===== config.mk =====
export PLATFORM = sky130hd
export DESIGN_NAME = preg_release_queue_flat
export DESIGN_NICKNAME = d
export VERILOG_FILES = /design/src/rtl/preg_release_queue_pkg.sv /design/src/rtl/preg_release_queue_if.sv /design/src/rtl/preg_release_queue_lane_compactor.sv /design/src/rtl/preg_release_queue.sv /design/src/flat_wrapper.sv
export SDC_FILE = /design/constraint.sdc
export NUM_CORES = 1
export LEC_CHECK = 0
export CAP_MARGIN = 0
export CORE_MARGIN = 2
export CORE_UTILIZATION = 40
export DETAILED_ROUTE_END_ITERATION = 7
export GPL_ROUTABILITY_DRIVEN = 0
export SYNTH_ARGS = -nofsm -noshare
export SYNTH_HDL_FRONTEND = slang
export SYNTH_SLANG_ARGS = --single-unit
export TNS_END_PERCENT = 50

===== constraint.sdc =====
create_clock -name clk -period 3.5 [get_ports clk]
set_input_delay 0.7 -clock clk [delete_from_list [all_inputs] [get_ports clk]]
set_output_delay 0.7 -clock clk [all_outputs]
set_load 0.02 [all_outputs]

===== src/rtl/preg_release_queue_pkg.sv =====
// -----------------------------------------------------------------------------
// preg_release_queue_pkg
//   Shared physical-register types for free_list, the map tables and the
//   retire-side release queue.
//   Contents:
//     PREG_IDX               - physical register index, `PHYS_REG_IDX_SZ+1 bits
//     DEFAULT_DEPTH          - default release queue depth
//     DEFAULT_RETIRE_WIDTH   - default number of retire lanes
// -----------------------------------------------------------------------------
`ifndef PHYS_REG_IDX_SZ
`define PHYS_REG_IDX_SZ 5
`endif

package preg_release_queue_pkg;

    typedef logic [`PHYS_REG_IDX_SZ:0] PREG_IDX;

    localparam int unsigned DEFAULT_DEPTH        = 8;
    localparam int unsigned DEFAULT_RETIRE_WIDTH = 2;

endpackage


===== src/rtl/preg_release_queue_if.sv =====
// -----------------------------------------------------------------------------
// preg_release_queue_if
//   Bundles the retire-side push port, the free_list enqueue port and the
//   occupancy status of the release queue.
//   Signals:
//     retire_valid   - per-lane flag, lane frees a PR this cycle
//     retire_old_pr  - PR freed by each lane
//     retire_ready   - queue can take a full retire group this cycle
//     enqueue_en     - request to free_list to enqueue enqueue_pr
//     enqueue_pr     - PR at the head of the queue
//     was_enqueued   - free_list accepted enqueue_pr this cycle
//     count          - occupied entries (registered)
//     empty          - count == 0
//   Modports:
//     master - retire stage plus free_list (drives retire/was_enqueued)
//     slave  - the release queue itself
// -----------------------------------------------------------------------------
interface preg_release_queue_if
    import preg_release_queue_pkg::*;
#(
    parameter int unsigned DEPTH        = DEFAULT_DEPTH,
    parameter int unsigned RETIRE_WIDTH = DEFAULT_RETIRE_WIDTH
);

    localparam int unsigned CNT_W = $clog2(DEPTH + 1);

    logic [RETIRE_WIDTH-1:0]          retire_valid;
    PREG_IDX [RETIRE_WIDTH-1:0]       retire_old_pr;
    logic                             retire_ready;
    logic                             enqueue_en;
    PREG_IDX                          enqueue_pr;
    logic                             was_enqueued;
    logic [CNT_W-1:0]                 count;
    logic                             empty;

    modport master (
        output retire_valid,
        output retire_old_pr,
        input  retire_ready,
        input  enqueue_en,
        input  enqueue_pr,
        output was_enqueued,
        input  count,
        input  empty
    );

    modport slave (
        input  retire_valid,
        input  retire_old_pr,
        output retire_ready,
        output enqueue_en,
        output enqueue_pr,
        input  was_enqueued,
        output count,
        output empty
    );

endinterface


===== src/rtl/preg_release_queue_lane_compactor.sv =====
// -----------------------------------------------------------------------------
// preg_release_queue_lane_compactor
//   Combinational packer: moves the PRs of the valid lanes into consecutive
//   write slots (lane order preserved, slot 0 first) and reports how many
//   slots are in use.
//   Ports:
//     lane_valid - per-lane valid flags
//     lane_pr    - per-lane PR values
//     slot_pr    - packed PRs, slot 0 holds the lowest valid lane
//     slot_cnt   - popcount(lane_valid)
// -----------------------------------------------------------------------------
module preg_release_queue_lane_compactor
    import preg_release_queue_pkg::*;
#(
    parameter int unsigned RETIRE_WIDTH = DEFAULT_RETIRE_WIDTH,
    localparam int unsigned SLOT_CNT_W  = $clog2(RETIRE_WIDTH + 1)
) (
    input  logic [RETIRE_WIDTH-1:0]    lane_valid,
    input  PREG_IDX [RETIRE_WIDTH-1:0] lane_pr,
    output PREG_IDX [RETIRE_WIDTH-1:0] slot_pr,
    output logic [SLOT_CNT_W-1:0]      slot_cnt
);

    // slot_cnt doubles as the running slot position while scanning lanes;
    // comparing against each slot index avoids a variable-width array select.
    always_comb begin
        slot_pr  = '0;
        slot_cnt = '0;
        for (int unsigned l = 0; l < RETIRE_WIDTH; l++) begin
            if (lane_valid[l]) begin
                for (int unsigned s = 0; s < RETIRE_WIDTH; s++) begin
                    if (slot_cnt == SLOT_CNT_W'(s)) begin
                        slot_pr[s] = lane_pr[l];
                    end
                end
                slot_cnt = slot_cnt + SLOT_CNT_W'(1);
            end
        end
    end

endmodule


===== src/rtl/preg_release_queue.sv =====
// -----------------------------------------------------------------------------
// preg_release_queue
//   Retire-side producer for the free_list enqueue port. Stale PRs freed by up
//   to RETIRE_WIDTH retiring instructions per cycle are buffered in a circular
//   FIFO and drained one per cycle into free_list.
//   Ports:
//     clk   - system clock, all state updates on posedge
//     reset - synchronous, active-high; discards all buffered PRs
//     bus   - preg_release_queue_if.slave (retire push, enqueue pop, status)
//   Notes:
//     retire_ready depends only on the registered count, so a same-cycle pop
//     never raises it and was_enqueued has no combinational path to retire.
//     A PR pushed this cycle is visible on enqueue_pr from the next cycle.
// -----------------------------------------------------------------------------
module preg_release_queue
    import preg_release_queue_pkg::*;
#(
    parameter int unsigned DEPTH        = DEFAULT_DEPTH,
    parameter int unsigned RETIRE_WIDTH = DEFAULT_RETIRE_WIDTH
) (
    input  logic                 clk,
    input  logic                 reset,
    preg_release_queue_if.slave  bus
);

    localparam int unsigned PTR_W      = $clog2(DEPTH);
    localparam int unsigned CNT_W      = $clog2(DEPTH + 1);
    localparam int unsigned SLOT_CNT_W = $clog2(RETIRE_WIDTH + 1);

    // Largest count at which a full retire group still fits.
    localparam logic [CNT_W-1:0] READY_MAX = CNT_W'(DEPTH - RETIRE_WIDTH);

    PREG_IDX                      mem [DEPTH];
    logic [PTR_W-1:0]             head_q;
    logic [PTR_W-1:0]             tail_q;
    logic [CNT_W-1:0]             count_q;

    PREG_IDX [RETIRE_WIDTH-1:0]   slot_pr;
    logic [SLOT_CNT_W-1:0]        slot_cnt;
    logic [SLOT_CNT_W-1:0]        push_cnt;
    logic                         retire_ready;
    logic                         empty;
    logic                         pop;
    logic [CNT_W-1:0]             count_next;

    preg_release_queue_lane_compactor #(
        .RETIRE_WIDTH (RETIRE_WIDTH)
    ) u_lane_compactor (
        .lane_valid (bus.retire_valid),
        .lane_pr    (bus.retire_old_pr),
        .slot_pr    (slot_pr),
        .slot_cnt   (slot_cnt)
    );

    always_comb begin
        retire_ready = (count_q <= READY_MAX);
        empty        = (count_q == '0);
        push_cnt     = retire_ready ? slot_cnt : '0;
        pop          = !empty && bus.was_enqueued;
        count_next   = count_q + CNT_W'(push_cnt) - CNT_W'(pop);
    end

    always_ff @(posedge clk) begin
        if (reset) begin
            head_q  <= '0;
            tail_q  <= '0;
            count_q <= '0;
            for (int unsigned i = 0; i < DEPTH; i++) begin
                mem[i] <= '0;
            end
        end else begin
            for (int unsigned s = 0; s < RETIRE_WIDTH; s++) begin
                if (SLOT_CNT_W'(s) < push_cnt) begin
                    mem[tail_q + PTR_W'(s)] <= slot_pr[s];
                end
            end
            tail_q  <= tail_q + PTR_W'(push_cnt);
            if (pop) begin
                head_q <= head_q + PTR_W'(1);
            end
            count_q <= count_next;
        end
    end

    assign bus.retire_ready = retire_ready;
    assign bus.enqueue_en   = !empty;
    assign bus.enqueue_pr   = empty ? '0 : mem[head_q];
    assign bus.count        = count_q;
    assign bus.empty        = empty;

endmodule


===== src/flat_wrapper.sv =====
// flat-port wrapper written by rule: the top's interface ports become plain ports
module preg_release_queue_flat import preg_release_queue_pkg::*;
#(
    parameter int unsigned DEPTH        = DEFAULT_DEPTH,
    parameter int unsigned RETIRE_WIDTH = DEFAULT_RETIRE_WIDTH
)
  (clk, reset, bus_retire_valid, bus_retire_old_pr, bus_retire_ready, bus_enqueue_en, bus_enqueue_pr, bus_was_enqueued, bus_count, bus_empty);
  preg_release_queue_if #(.DEPTH(DEPTH), .RETIRE_WIDTH(RETIRE_WIDTH)) bus_i ();
  input  logic clk;
  input  logic reset;
  input wire logic [$bits(bus_i.retire_valid)-1:0] bus_retire_valid;
  input wire logic [$bits(bus_i.retire_old_pr)-1:0] bus_retire_old_pr;
  output wire logic [$bits(bus_i.retire_ready)-1:0] bus_retire_ready;
  output wire logic [$bits(bus_i.enqueue_en)-1:0] bus_enqueue_en;
  output wire logic [$bits(bus_i.enqueue_pr)-1:0] bus_enqueue_pr;
  input wire logic [$bits(bus_i.was_enqueued)-1:0] bus_was_enqueued;
  output wire logic [$bits(bus_i.count)-1:0] bus_count;
  output wire logic [$bits(bus_i.empty)-1:0] bus_empty;
  assign bus_i.retire_valid = bus_retire_valid;
  assign bus_i.retire_old_pr = bus_retire_old_pr;
  assign bus_retire_ready = bus_i.retire_ready;
  assign bus_enqueue_en = bus_i.enqueue_en;
  assign bus_enqueue_pr = bus_i.enqueue_pr;
  assign bus_i.was_enqueued = bus_was_enqueued;
  assign bus_count = bus_i.count;
  assign bus_empty = bus_i.empty;
  preg_release_queue #(.DEPTH(DEPTH), .RETIRE_WIDTH(RETIRE_WIDTH)) u_core (.clk(clk), .reset(reset), .bus(bus_i));
endmodule

==> qor.yml, run 1 <==
vias_per_cell: 6.16
use_met2_pct: 30.8
power_density_nw_per_um2: 663
hold_violations: 0
worst_r2r_startpoint: "u_core.bus.count[3]"
grt_usage_pct: 19.1
grt_pass1_wl_mm: 12.6
placed_area_um2: 3790
crit_path_end_kind: "primary output"
antenna_found_initial: 0
io_buffers: 29
cp.required_ns: 2.80
gr-max-usage-layer: "met2"
met1_usage_pct: 25.5
async_reset_ff_share_pct: 0
cts.sinks: 61
dieArea_um2: 9190
yosys.area_share.simple_pct: 9.86
nFillCells: 723
fin_skew_ns: 0.00670
critPathMaxFanout: 12
grt_pass1_vias: 2319
routedWlPerCell_um: 20.4
first_pass_iters: 4
cts-root-buf: "clkbuf_8"
cts_buffers: 9
dp.cells: 387
synth_cell_types: 44
cp.arrival_ns: 2.31
grt_start_max_net_pins: 33
min_to: "u_core.head_q[1]"
die_y_um: 95.9
io_pins: 30
synth_edf_count: 48
tightest_slew_ns: 0.794
slew_violations: 0
totalPowerFinal_w: 0.00267
cap_violations: 0
seq_area_frac_synth_pct: 50.4
nNetsFinal: 323
path_class: "flop to primary output"
synth_compound_area_share_pct: 17.9
ys_ff_latch: 61
cts_tree: "done"
num_rows: 33
p_leak_nw: 1.35
clockBufferDepth: 2
syn_avg_cell_area_um2: 13.1
postCtsHoldBufs: 0
finalCriticalPeriod_ns: 3.01
met3_usage_pct: 2.98
holdCritStartpoint: "u_core.head_q[1]"
ant_nets: 0
drive_gt1_share_pct: 17.8
holdPathStages: 2
reg2regPathDepth: 11
synthAdderAreaFrac_pct: 5.27
ir_drop_mv: 0.356
status: "finished, final reports clean"
rsz0062_at_grt: "no"
fin_setup_tns_ns: 0
muxShareOfSynthArea_pct: 10.1
yosys_warnings: 0
dpl.hpwl_mm: 5.87
final_cells: 403
worst_slack_ns: 0.493
fmax_ghz: 0.333
core-area_um2: 8220
worstSkewPairLatency_ns: 0.35
post-route-period-util_pct: 85.9
area_growth_syn_to_layout_pct: 19.5
startpoint_type: "flop"
setup_viol: 0
initial_core_util_pct: 41.1
r2r_end: "u_core.bus.count[3]"
place_worst_setup_slack_ns: 0.385
post_cts_buffers: 0
synth_fp_nets: 287
relSlewSlack_pct: 47.1
netlist_area_um2: 3370
drt_wl_total_mm: 8.21
htreeDepth: 3
vias: 2481
path_clk_slew_ns: 0.07
final_area_um2: 4030
synth-xor-area-share_pct: 1.04
min_path_type: "flop to flop"
reg2reg_slack_ns: 0.93
die_w_um: 95.9
cts-resized-gates: 0
synthCells: 257
num_antenna_cells: 0
synthFlopType: "edfxtp_1"
drc: 0
drtIter0Drc: 224
synth_top_family_by_area: "compound AO/OA/AOI/OAI gates"
grt.overflow.total: 0
## critical path: stages, from the launching register on
cell             delay, ns
dfxtp_1               0.72
mux4_2                0.45
mux2i_1               0.18
nor2_1                0.06
clkdlybuf4s50_1       0.53
## flip-flops by register name, summed over array words and instances (netlist names), named ones only
signal,count
u_core.bus.count,4
u_core.mem,48
u_core.head_q,3
u_core.tail_q,3
## through the flow
stage / hold slack (ns) / utilization [%]
2_1_floorplan: 0.477 / -
3_3_place_gp: 0.511 / 46.2
3_5_place_dp: 0.522 / 46.2
4_1_cts: 0.534 / 49.1
5_1_grt: 0.557 / 49.1
6_report: 0.532 / 49.1
## power breakdown
group	leakage, nW	internal (W)	total (W)	switching (W)
combinational	0.636	0.000428	0.000945	0.000517
sequential	0.605	0.000886	0.000968	0.0000824
clock	0.113	0.000469	0.000761	0.000292
total	1.35	0.00178	0.00267	0.000891
## synth_stat cells (6+ instances only)
master	number	area (um2)
buf_2	7	35.0
o32ai_1	48	420
nand4_1	6	37.5
nand2_1	8	30.0
dfxtp_1	13	260
o211ai_1	8	60.1
ha_1	11	138
mux2i_1	6	60.1
nor2_1	13	48.8
nor2b_1	6	37.5
edfxtp_1	48	1440
mux4_2	12	270
inv_1	10	37.5
## how the worst max path moves through the flow
| stage | depth (start not counted) | slack [ns] | endpoint |
|---|---|---|---|
| global placement | 10 | 0.43 | u_core.bus.count[3] |
| finish | 4 | 0.49 | bus_enqueue_pr[0] |
| global route | 4 | 0.42 | bus_enqueue_pr[0] |
| floorplan | 12 | 0.75 | u_core.bus.count[3] |
| CTS | 4 | 0.44 | bus_enqueue_pr[0] |
| detailed placement | 10 | 0.39 | u_core.bus.count[3] |
## placed cells by master, fill, tap and decap left out, types with 3 or more instances in the layout
cell	synthesis	layout
dfxtp_1	13	13
nand3b_1	3	3
mux2i_1	6	6
buf_4	3	16
xnor2_1	3	3
o32ai_1	48	48
nor2_1	13	13
clkdlybuf4s50_1	0	29
a22oi_1	5	5
edfxtp_1	48	48
nand2_1	8	8
nor2b_1	6	6
clkbuf_8	0	9
ha_1	11	11
mux4_2	12	12
o211ai_1	8	8
nand4_1	6	6
inv_1	10	10
a21oi_1	5	5
nand3_1	3	3
bufinv_16	0	3
## per-layer routing
layer	routed length, um	part of all wire (%)
met4	210	2.6
met2	4020	49
met3	448	5.5
met1	3540	43
met5	0	0
## cells by family after synthesis
group / Yosys count
flops: 61
compound gates: 73
fa+ha+maj: 13
xor+xnor: 4
simple gates: 54
buf+inv: 33
mux: 19
## cell type report
type | instances | area (um2) | share of cell area [%]
clock inverters | 7 | 114 | 2.82
clock buffers | 9 | 124 | 3.07
repair buffers | 45 | 410 | 10.2
well taps | 105 | 131 | 3.26
inverters | 13 | 50.0 | 1.24
multi-input cells | 163 | 1500 | 37.2
flip-flops and latches | 61 | 1700 | 42.2
Power figures use the tool's default switching activity.
==> inputs of run 2 (changes only) <==
- CELL_PAD_IN_SITES_DETAIL_PLACEMENT: not set -> 0
- CELL_PAD_IN_SITES_GLOBAL_PLACEMENT: not set -> 2
- PLACE_DENSITY_LB_ADDON: not set -> 0.1
- SYNTH_HIERARCHICAL: not set -> 1
==> qor.yml, run 2 <==
final_common_cell: "edfxtp_1"
fmax_ghz: 0.324  # was 0.333 GHz
syn_avg_cell_area_um2: 12.8  # was 13.1 um2
cp.arrival_ns: 2.39  # was 2.31 ns
fin_setup_tns_ns: 0  # unchanged
core-area_um2: 8590  # was 8220 um2
dieArea_um2: 9500  # was 9190 um2
path_clk_slew_ns: 0.07  # about the same
synth_edf_count: 48  # unchanged
synth_cell_types: 43  # was 44
initial_core_util_pct: 40.7  # was 41.1%
switchingPower_w: 0.000949  # was 0.000891 W
cts_buffers: 9  # unchanged
synthCells: 273  # was 257
pwr-share-clk_pct: 20.8  # was 28.4%
ys_ff_latch: 61  # unchanged
vias: 2429  # was 2481
io_pins: 30  # unchanged
die_y_um: 97.5  # was 95.9 um
grt_start_max_net_pins: 24  # was 33
post-synth-top-area-cell: "edfxtp_1"  # unchanged
holdCritStartpoint: "u_core/head_q[1]"  # was u_core.head_q[1]
vias_per_cell: 5.80  # was 6.16
cts.sinks: 61  # unchanged
num_rows: 34  # was 33
worst_r2r_startpoint: "u_core/tail_q[0]"  # was u_core.bus.count[3]
yosys_warnings: 6  # was 0
post_cts_buffers: 0  # unchanged
io_buffers: 29  # unchanged
startpoint_type: "flop"  # unchanged
relSlewSlack_pct: 41.0  # was 47.1%
switching_share_pct: 37.3  # was 33.3%
antenna_found_initial: 0  # unchanged
most-common-layout-cells: "edfxtp_1 (48), clkdlybuf4s50_1 (29), inv_1 (19)"  # was o32ai_1 (48), edfxtp_1 (48), clkdlybuf4s50_1 (29), buf_4 (16)
async_reset_ff_share_pct: 0  # unchanged
finalCriticalPeriod_ns: 3.09  # was 3.01 ns
routedWlPerCell_um: 21.5  # was 20.4 um
synthFlopType: "edfxtp_1"  # unchanged
min_path_type: "flop to flop"  # unchanged
final_cells: 419  # was 403
tightest_slew_ns: 0.878  # was 0.794 ns
ir_drop_mv: 0.295  # was 0.356 mV
p_leak_nw: 1.48  # was 1.35 nW
grt_usage_pct: 19.7  # was 19.1%
path_class: "flop to primary output"  # unchanged
first_pass_iters: 4  # unchanged
yosys-top-cells-area: "edfxtp_1 (41%), mux4_2 (7.7%), dfxtp_1 (7.4%)"  # was edfxtp_1 (43%), o32ai_1 (12%), mux4_2 (8.0%)
area_growth_syn_to_layout_pct: 16.6  # was 19.5%
slew_violations: 0  # unchanged
grt.overflow.total: 0  # unchanged
cp.required_ns: 2.80  # about the same
netlist_area_um2: 3500  # was 3370 um2
postCtsHoldBufs: 0  # unchanged
power_density_nw_per_um2: 625  # was 663 nW/um2
p_int_w: 0.00160  # was 0.00178 W
status: "finished, final reports clean"  # unchanged
clockBufferDepth: 2  # unchanged
synth.top_cell.area_share_pct: 41.2  # was 42.7%
num_antenna_cells: 0  # unchanged
synth_fp_nets: 303  # was 287
ys_top_cells_by_count: "edfxtp_1 (48), inv_1 (19), a22o_1 (16), a32o_1 (16), nor2_1 (16)"  # was edfxtp_1 (48), o32ai_1 (48), dfxtp_1 (13), nor2_1 (13), mux4_2 (12)
seq_area_frac_synth_pct: 48.7  # was 50.4%
critPathMaxFanout: 12  # unchanged
synth.most_common_cell: "edfxtp_1"
drt_wl_total_mm: 9.00  # was 8.21 mm
ant_nets: 0  # unchanged
grt_pass1_wl_mm: 13.9  # was 12.6 mm
nFillCells: 799  # was 723
seq_power_share_pct: 37.9  # was 36.2%
drive_gt1_share_pct: 19.6  # was 17.8%
largest_reg_flops: 48  # unchanged
dpl.hpwl_mm: 6.69  # was 5.87 mm
cts_tree: "done"  # unchanged
die_w_um: 97.5  # was 95.9 um
grt_pass1_vias: 2360  # was 2319
rsz0062_at_grt: "no"  # unchanged
nNetsFinal: 336  # was 323
htreeDepth: 3  # unchanged
crit_path_end_kind: "primary output"  # unchanged
post-route-period-util_pct: 88.3  # was 85.9%
fin_skew_ns: 0.0129  # was 0.00670 ns
regMostFlops: "u_core/mem"  # was u_core.mem
cap_violations: 0  # unchanged
dp.cells: 403  # was 387
setup_viol: 0  # unchanged
drc: 0  # unchanged
combPwrFrac_pct: 41.3  # was 35.3%
hold_violations: 0  # unchanged
worstSkewPairLatency_ns: 0.35  # about the same
cts-root-buf: "clkbuf_8"  # unchanged
cts-resized-gates: 0  # unchanged
drtIter0Drc: 233  # was 224
## run 2: metal layers
| layer | GRT usage, % | routed length (um) | vias to the layer above |
|---|---|---|---|
| met1 | 27.4 | 4000 | 1193 |
| met2 | 31.2 | 4330 | 86 |
| met5 | 0 | 0 | - |
| li1 | - | - | 1136 |
| met4 | 6.20 | 162 | 0 |
| met3 | 4.03 | 506 | 14 |
## run 2: layout make-up
| class | instances | area (um2) | area share, % |
|---|---|---|---|
| timing repair buffer | 42 | 388 | 9.51 |
| clock buffer | 10 | 128 | 3.13 |
| inverter | 19 | 71.3 | 1.75 |
| tap | 108 | 135 | 3.31 |
| clock inverter | 6 | 30.0 | 0.736 |
| multi-input combinational | 173 | 1620 | 39.8 |
| sequential | 61 | 1700 | 41.7 |
## run 2: final timing paths
kind	to	slack, ns	cells past startpoint
worst min register to register	u_core/head_q[1]	0.55	2
worst max-delay path	bus_enqueue_pr[4]	0.41	4
worst min-delay path	u_core/head_q[1]	0.55	2
worst max register to register	u_core/mem[7][3]	0.77	5
## run 2: cells by family (layout without fill, tap and decap cells)
| family | after synthesis | after routing | share of synthesized area [%] |
|---|---|---|---|
| AND/OR/NAND/NOR | 69 | 69 | 13.1 |
| AO/OA/AOI/OAI | 65 | 65 | 16.8 |
| flip-flops | 61 | 61 | 48.7 |
| buffers and inverters | 39 | 77 | 4.87 |
| multiplexers | 19 | 19 | 9.74 |
| adder cells (fa/ha/maj) | 13 | 13 | 5.08 |
| XOR/XNOR | 7 | 7 | 1.75 |
## run 2: critical path: stages, from the launching register on
cell and delay, ns:
dfxtp_1 0.74, mux4_2 0.58, mux2i_1 0.14, nor2_1 0.05, clkdlybuf4s50_1 0.54
## run 2: power by group through the flow
stage	clock network [W]	logic (W)	registers [W]
CTS	0.000546	0.00107	0.000969
global placement	0	0.00107	0.000984
finish	0.000530	0.00105	0.000966
detailed placement	0	0.00106	0.000984
global route	0.000579	0.00116	0.000977
floorplan	0	0.000729	0.000966
## run 2: through the flow
stage	utilization, %	setup slack, ns	power, W	area, um2	hold slack (ns)
CTS	47.5	0.361	0.00259	4080	0.557
global placement	45.6	0.500	0.00205	3920	0.527
floorplan	-	0.717	0.00169	3500	0.485
detailed placement	45.6	0.483	0.00205	3920	0.547
global route	47.5	0.340	0.00272	4080	0.612
finish	47.5	0.409	0.00255	4080	0.546
